--- config.mk ---
export PLATFORM = sky130hd
export DESIGN_NAME = imm_encoder
export DESIGN_NICKNAME = d
export VERILOG_FILES = /design/src/rtl/imm_encoder.sv
export SDC_FILE = /design/constraint.sdc
export NUM_CORES = 1
export LEC_CHECK = 0
export CORE_MARGIN = 10
export CORE_UTILIZATION = 48
export DETAILED_ROUTE_END_ITERATION = 6
export HOLD_SLACK_MARGIN = 0.15
export PLACE_DENSITY = 0.79
export SETUP_SLACK_MARGIN = 0.4
export SYNTH_ARGS = -nofsm -noshare
export SYNTH_HDL_FRONTEND = slang
export SYNTH_SLANG_ARGS = --single-unit
--- constraint.sdc ---
create_clock -name clk -period 2.81 [get_ports clk]
set_input_delay 0.281 -clock clk [delete_from_list [all_inputs] [get_ports clk]]
set_output_delay 0.281 -clock clk [all_outputs]
set_load 0.02 [all_outputs]
--- src/rtl/imm_encoder.sv ---
// Packs an 8-bit immediate into an 18-bit instruction word (inverse of immediate extension)
// and queues the result, with its encodability flag, in a small registered output FIFO.
module imm_encoder #(
  parameter int unsigned DEPTH = 2,
  parameter int unsigned CNT_W = 8
) (
  input  logic             clk,
  input  logic             reset,
  input  logic             in_valid,
  output logic             in_ready,
  input  logic [17:0]      in_base,
  input  logic [1:0]       in_immsrc,
  input  logic [7:0]       in_imm,
  output logic             out_valid,
  input  logic             out_ready,
  output logic [17:0]      out_instr,
  output logic             out_err,
  output logic [CNT_W-1:0] word_count,
  output logic [CNT_W-1:0] err_count
);

  localparam int unsigned AW = $clog2(DEPTH);
  localparam logic [AW:0] FULL = (AW + 1)'(DEPTH);

  typedef enum logic [1:0] {
    SRC_LOW_A  = 2'b00,
    SRC_LOW_B  = 2'b01,
    SRC_BRANCH = 2'b10,
    SRC_NONE   = 2'b11
  } immsrc_e;

  immsrc_e     src;
  logic [17:0] enc_instr;
  logic        enc_err;

  logic [18:0] mem [DEPTH];
  logic [AW-1:0] rd_ptr;
  logic [AW-1:0] wr_ptr;
  logic [AW:0]   count;
  logic [18:0]   head;
  logic          push;
  logic          pop;

  assign src = immsrc_e'(in_immsrc);

  // Branch form keeps only imm[7:2]; imm[7] lands in the sign bit, imm[6:2] in the low field.
  always_comb begin
    enc_instr = in_base;
    enc_err   = 1'b0;
    case (src)
      SRC_LOW_A, SRC_LOW_B: enc_instr = {in_base[17:8], in_imm};
      SRC_BRANCH: begin
        enc_instr = {in_imm[7], in_base[16:5], in_imm[6:2]};
        enc_err   = |in_imm[1:0];
      end
      default: enc_err = 1'b1;
    endcase
  end

  assign in_ready  = (count != FULL);
  assign out_valid = (count != '0);
  assign push      = in_valid & in_ready & ~reset;
  assign pop       = out_valid & out_ready & ~reset;

  always_ff @(posedge clk) begin
    if (push) begin
      mem[wr_ptr] <= {enc_err, enc_instr};
    end
  end

  always_ff @(posedge clk) begin
    if (reset) begin
      rd_ptr <= '0;
      wr_ptr <= '0;
      count  <= '0;
    end else begin
      if (push) wr_ptr <= wr_ptr + AW'(1);
      if (pop)  rd_ptr <= rd_ptr + AW'(1);
      case ({push, pop})
        2'b10:   count <= count + (AW + 1)'(1);
        2'b01:   count <= count - (AW + 1)'(1);
        default: count <= count;
      endcase
    end
  end

  always_ff @(posedge clk) begin
    if (reset) begin
      word_count <= '0;
      err_count  <= '0;
    end else if (push) begin
      if (word_count != '1)          word_count <= word_count + CNT_W'(1);
      if (enc_err && err_count != '1) err_count <= err_count + CNT_W'(1);
    end
  end

  // Stale storage is hidden: the head reads as zero whenever the FIFO is empty.
  assign head      = mem[rd_ptr];
  assign out_instr = out_valid ? head[17:0] : '0;
  assign out_err   = out_valid ? head[18]   : 1'b0;

endmodule
==> flow_summary.yaml, run 1 <==
timing:
  finalSetupViolations: 0
  fin_crit_ps: 2120
  slew_headroom: 0.639
  finalHoldViolCount: 0
  fin_crit_sh: 0.755
  rsz0062_at_grt: "no"
  whs_ps: 494
  fmax_mhz: 471
  worst_slew_pin_slew_ps: 538
  fin_worst_skew_ps: 3.21
  setup_tns_ps: 0
  finalMaxSlewViolations: 0
routing:
  drt_iter0_drc: 63
  antenna_left: 0
  drt-pass1-iter-count: 4
  totalWireLength_um: 5760
  wl_per_cell_um: 15.6
  vias: 1917
  viasPerCell: 5.20
  drc: 0
cells_and_area:
  multi_input_area_um2: 955
  layout.nets: 329
  final_cell_mix: "68 x clkdlybuf4s50_1, 38 x edfxtp_1, 31 x nor2_1"
  fillers: 383
  layout_commonest_cell: "clkdlybuf4s50_1"
  seqCellArea_um2: 1560
  layout-drive-gt1-share: 0.120
  diodes: 0
  area_growth_syn_to_layout_pct: 37.4
grt:
  grt_pass1_vias: 1885
  overflow: 0
  grt-busiest-layer: "met2"
  grt.met1_usage: 0.167
  use_met2: 0.212
  antenna_found_initial: 0
  grt_use_total: 0.139
  grt_start_max_net_pins: 21
  grtUsageMet3: 0.0448
  grt_pass1_wl_um: 9450
floorplan:
  die_h_um: 93.5
  chipWidth_um: 93.5
  rows: 26
  initial_core_util: 0.501
  pin_count: 69
  die_area_um2: 8740
  coreArea_um2: 5170
clocking:
  cts.repair.resized: 0
  insertion_delay_ps: 330
  cts_made_buffers: 9
  holdBufCountCts: 0
  cts_setup_buffers: 0
  cts_sinks: 59
  htree_num_levels: 3
  cts_tree: "yes"
  clockBufferDepth: 2
  ctsRootBufferMaster: "clkbuf_8"
  cts.clk_slew.worst_paths_ps: 70
pwr:
  p_leak_nw: 1.21
  power.density_nw_per_um2: 592
  pwr-share-seq: 0.465
  total_power_w: 0.00211
  peakVddDrop_mv: 0.297
  power_frac_comb: 0.187
  p_sw_frac: 0.260
  p_int_w: 0.00156
  switchingPower_w: 0.000549
  clkPwrFrac: 0.348
logic_synthesis:
  syn-cell-area_um2: 2590
  yosysSeqAreaShare: 0.602
  yosys_warnings: 0
  synth-seq-cells: 59
  avgSynthCellArea_um2: 12.0
  synth.distinct_cells: 37
  syn_nets: 252
  syn_inst: 217
critical_path:
  cp.required_ps: 2530
  crit_fanout: 19
  critPathArrivalTime_ps: 1840
  end_kind: "output port"
  worstSetupPathType: "reg -> out"
  worstSetupStartpointType: "flip-flop"
placement:
  hpwlAfterDp_um: 4010
  io_buffers: 68
  place_congestion: 0.802
min_path:
  min_path_type: "reg -> reg"
outcome:
  status: "complete, no violations"
run:
  cap_violations: 0
final timing paths:
kind | start | cells after the start | slack [ps] | endpoint
setup reg to reg | count[1] | 6 | 900 | count[1]
hold reg to reg | err_count[6] | 2 | 490 | err_count[6]
hold / removal | err_count[6] | 2 | 490 | err_count[6]
setup / recovery | flip-flop | 4 | 690 | out_instr[8]
critical path, cell delays in order, from the launching register on:
cell and delay [ps]:
dfxtp_1 310, buf_4 320, mux2i_1 140, nor2_1 110, clkdlybuf4s50_1 630
kinds of logic (layout without fill, tap and decap cells):
family / Yosys count / in the layout / share of synthesized area
XOR/XNOR: 4 / 4 / 0.0135
buffers and inverters: 16 / 98 / 0.0309
multiplexers: 30 / 30 / 0.118
AO/OA/AOI/OAI: 36 / 36 / 0.0912
AND/OR/NAND/NOR: 69 / 69 / 0.130
adder cells (fa/ha/maj): 3 / 3 / 0.0145
flip-flops: 59 / 59 / 0.602
cell type report:
type / count / area share
multi-input cells: 142 / 0.268
flip-flops and latches: 59 / 0.438
clock inverters: 7 / 0.0193
inverters: 5 / 0.00527
well taps: 70 / 0.0246
clock buffers: 9 / 0.0348
repair buffers: 77 / 0.210
synth_stat cells:
cell type	instances	area [µm²]
o21ai_0	6	30.0
a31oi_1	1	6.26
mux2_2	5	56.3
a311oi_1	1	8.76
nor2b_1	1	6.26
nand3b_1	1	7.51
xor2_1	2	17.5
ha_1	3	37.5
nand3_1	7	35.0
inv_2	1	3.75
or4_1	4	30.0
o21a_1	2	15.0
clkbuf_1	5	18.8
nor3_1	3	15.0
dfxtp_1	21	420
and2_4	1	8.76
buf_6	2	22.5
a21oi_1	13	65.1
nor2_1	32	120
edfxtp_1	38	1140
nor4_1	1	6.26
or2_2	1	6.26
nand2_1	8	30.0
o41ai_1	5	43.8
or4b_2	1	10.0
mux2i_1	25	250
inv_1	4	15.0
or2b_2	1	8.76
nor2b_2	1	8.76
o31a_1	1	8.76
or3_1	4	25.0
and3_1	2	12.5
nand2b_1	1	6.26
buf_2	4	20.0
o31ai_1	2	15.0
o311ai_0	5	43.8
xnor2_1	2	17.5
power groups by stage:
stage / clock network (W) / logic, W / registers (W)
after floorplan: 0 / 0.000215 / 0.00100
after global placement: 0 / 0.000392 / 0.000998
after detailed placement: 0 / 0.000398 / 0.00100
after CTS: 0.000752 / 0.000400 / 0.000981
after global routing: 0.000783 / 0.000425 / 0.000985
final: 0.000733 / 0.000396 / 0.000981
sequential cells by signal, indices dropped and copies added, names as in the netlist, named ones only:
name,cells
wr_ptr,1
mem,38
rd_ptr,1
word_count,8
err_count,8
count,2
per-layer routing:
metal  up-vias  routed length (µm)
li1        961                   -
met3         8                 397
met1       886                2610
met5         -                   0
met2        62                2660
met4         0                  95
per-stage QoR:
| step | worst slack, ps | util | area, µm² | std cells |
|---|---|---|---|---|
| 2_1_floorplan | 656 | - | 2590 | 217 |
| 3_3_place_gp | 727 | 0.652 | 3370 | 353 |
| 3_5_place_dp | 659 | 0.652 | 3370 | 353 |
| 4_1_cts | 669 | 0.689 | 3560 | 369 |
| 5_1_grt | 609 | 0.689 | 3560 | 369 |
| 6_report | 688 | 0.689 | 3560 | 369 |
No activity file was read; power rests on OpenSTA's default activity.
==> run 2, diff against run 1 <==
--- a/config.mk
+++ b/config.mk
@@ -6,10 +6,10 @@
 export NUM_CORES = 1
 export LEC_CHECK = 0
 export CORE_MARGIN = 10
-export CORE_UTILIZATION = 48
+export CORE_UTILIZATION = 43
 export DETAILED_ROUTE_END_ITERATION = 6
 export HOLD_SLACK_MARGIN = 0.15
-export PLACE_DENSITY = 0.79
+export PLACE_DENSITY = 0.75
 export SETUP_SLACK_MARGIN = 0.4
 export SYNTH_ARGS = -nofsm -noshare
 export SYNTH_HDL_FRONTEND = slang
==> constraint.sdc (replaced) <==
create_clock -name clk -period 1.85 [get_ports clk]
set_input_delay 0.185 -clock clk [delete_from_list [all_inputs] [get_ports clk]]
set_output_delay 0.185 -clock clk [all_outputs]
set_load 0.02 [all_outputs]
==> run 2 against run 1 <==
Clock skew grew 4.1 ps. Sequential cell count is the same. Count of clock-buffer cells in the layout grew 1. Cell count grew 10%. Critical path type is now reg -> reg. Sequential share of layout area shrank 5.8 points. Via count grew 11%. Wire length grew 26%. Setup slack lost 450 ps. Global-route usage grew 0.46 points. Clock power grew 88%. Total power grew 72%.
==> flow_summary.yaml, run 2 (same netlist as run 1, synthesis figures left out) <==
outcome:
  status: "complete, no violations"
placement:
  dpl.cell_count: 366
  place_area_um2: 3570
  hpwlAfterDp_um: 4410
  io_buffers: 68
  place_congestion: 0.782
floorplan:
  chipWidth_um: 97.7
  die_area_um2: 9540
  pin_count: 69
  coreArea_um2: 5890
  rows: 28
  initial_core_util: 0.441
  die_h_um: 97.7
timing:
  fmax_mhz: 619
  worst_slew_pin_slew_ps: 314
  finalHoldViolCount: 0
  fin_crit_ps: 1620
  finalMaxSlewViolations: 0
  setup_tns_ps: 0
  fin_worst_skew_ps: 7.36
  finalSetupViolations: 0
  fin_crit_sh: 0.873
  rsz0062_at_grt: "yes"
  slew_headroom: 0.791
pwr:
  peakVddDrop_mv: 0.504
  p_int_w: 0.00273
  pwr-share-seq: 0.414
  power.density_nw_per_um2: 866
  switchingPower_w: 0.000890
  p_leak_nw: 1.65
  p_sw_frac: 0.246
  power_frac_comb: 0.207
  clkPwrFrac: 0.379
routing:
  antenna_left: 0
  viasPerCell: 5.25
  wl_per_cell_um: 17.9
  drt-pass1-iter-count: 4
  totalWireLength_um: 7280
  drc: 0
  vias: 2133
  drt_iter0_drc: 77
cells_and_area:
  regMostFlops: "mem"
  final_cell_mix: "38 x edfxtp_1, 32 x buf_4, 28 x nor2_1"
  layout_commonest_cell: "edfxtp_1"
  diodes: 0
  largestRegisters: "mem x38, err_count x8, word_count x8"
  fillers: 405
  area_growth_syn_to_layout_pct: 61.3
  fin_util: 0.711
  largest_register_ffs: 38
  layout-drive-gt1-share: 0.375
  layout.nets: 361
  instances_no_fill: 406
  final_area_um2: 4180
critical_path:
  cp.required_ps: 2110
  end_kind: "flip-flop"
  worstSetupPathType: "reg -> reg"
  cpLargestDelayFamily: "simple AND/OR/NAND/NOR gates"
  critPathBufInv: 1
  crit_chain: "or2b_4 > and2_4 > inv_6 > ha_4 > or3_1 > a21oi_1"
  worstSetupStartpointType: "flip-flop"
  critPathArrivalTime_ps: 1880
  worst_path_largest_cell_delay_ps: 360
  slowest_stage: "dfxtp_2"
  crit_fanout: 5
clocking:
  ctsRootBufferMaster: "clkbuf_8"
  htree_num_levels: 3
  cts_tree: "yes"
  clockBufferDepth: 2
  cts.clk_slew.worst_paths_ps: 70
  insertion_delay_ps: 340
  cts_made_buffers: 9
  cts_sinks: 59
grt:
  grt_start_max_net_pins: 21
  grt_pass1_wl_um: 11000
  grt_use_total: 0.143
  grt_pass1_vias: 2191
  overflow: 0
  antenna_found_initial: 0
min_path:
  min_path_type: "in -> reg"
run:
  cap_violations: 0
run 2: tightest hold or removal path, delay by kind of cell:
kind / cells / cell delay (ps)
buffers and inverters: 1 / 140
AND/OR/NAND/NOR: 1 / 90
AO/OA/AOI/OAI: 1 / 60
run 2: final timing paths:
path                                   start      endpoint  slack, ps  cells after the start
worst min-delay path               in_imm[1]     mem[0][1]        300                      3
worst min register to register  err_count[6]  err_count[6]        480                      2
worst max register to register      count[1]      count[1]        230                      6
worst max-delay path                count[1]      count[1]        230                      6
run 2: routing by layer:
layer  share of wire  GRT usage
met2            0.51      0.236
met5               0          0
met1            0.41      0.162
met3           0.063     0.0626
met4           0.017     0.0492
run 2: power by group through the flow:
stage	Combinational [W]	Clock, W	Sequential, W
4_1_cts	0.000683	0.00141	0.00150
6_report	0.000748	0.00138	0.00150
3_3_place_gp	0.000655	0	0.00152
2_1_floorplan	0.000335	0	0.00152
3_5_place_dp	0.000665	0	0.00152
5_1_grt	0.000802	0.00148	0.00150
run 2: what timing repair did:
action | 4_1_cts | 5_1_grt
hold buffers | 0 | 0
cloned | 3 | 3
buffers inserted | 11 | 7
pin swaps | 9 | 13
setup endpoints to repair | 67 | 56
resized for setup | 114 | 46
run 2: final cells by class:
cell class / count / area (µm²) / share of cell area
Sequential cell: 59 / 1590 / 0.380
Multi-Input combinational cell: 142 / 1180 / 0.283
Timing Repair Buffer: 109 / 1060 / 0.253
Clock buffer: 10 / 128 / 0.0305
Clock inverter: 6 / 104 / 0.0248
Tap cell: 75 / 93.8 / 0.0224
Inverter: 5 / 23.8 / 0.00568
run 2: through the flow:
stage | worst slack [ps] | hold WS, ps | total power, W
floorplan | 178 | 284 | 0.00185
global placement | 54.6 | 466 | 0.00218
detailed placement | 2.78 | 469 | 0.00219
CTS | 226 | 414 | 0.00359
global route | 180 | 287 | 0.00379
finish | 235 | 302 | 0.00362
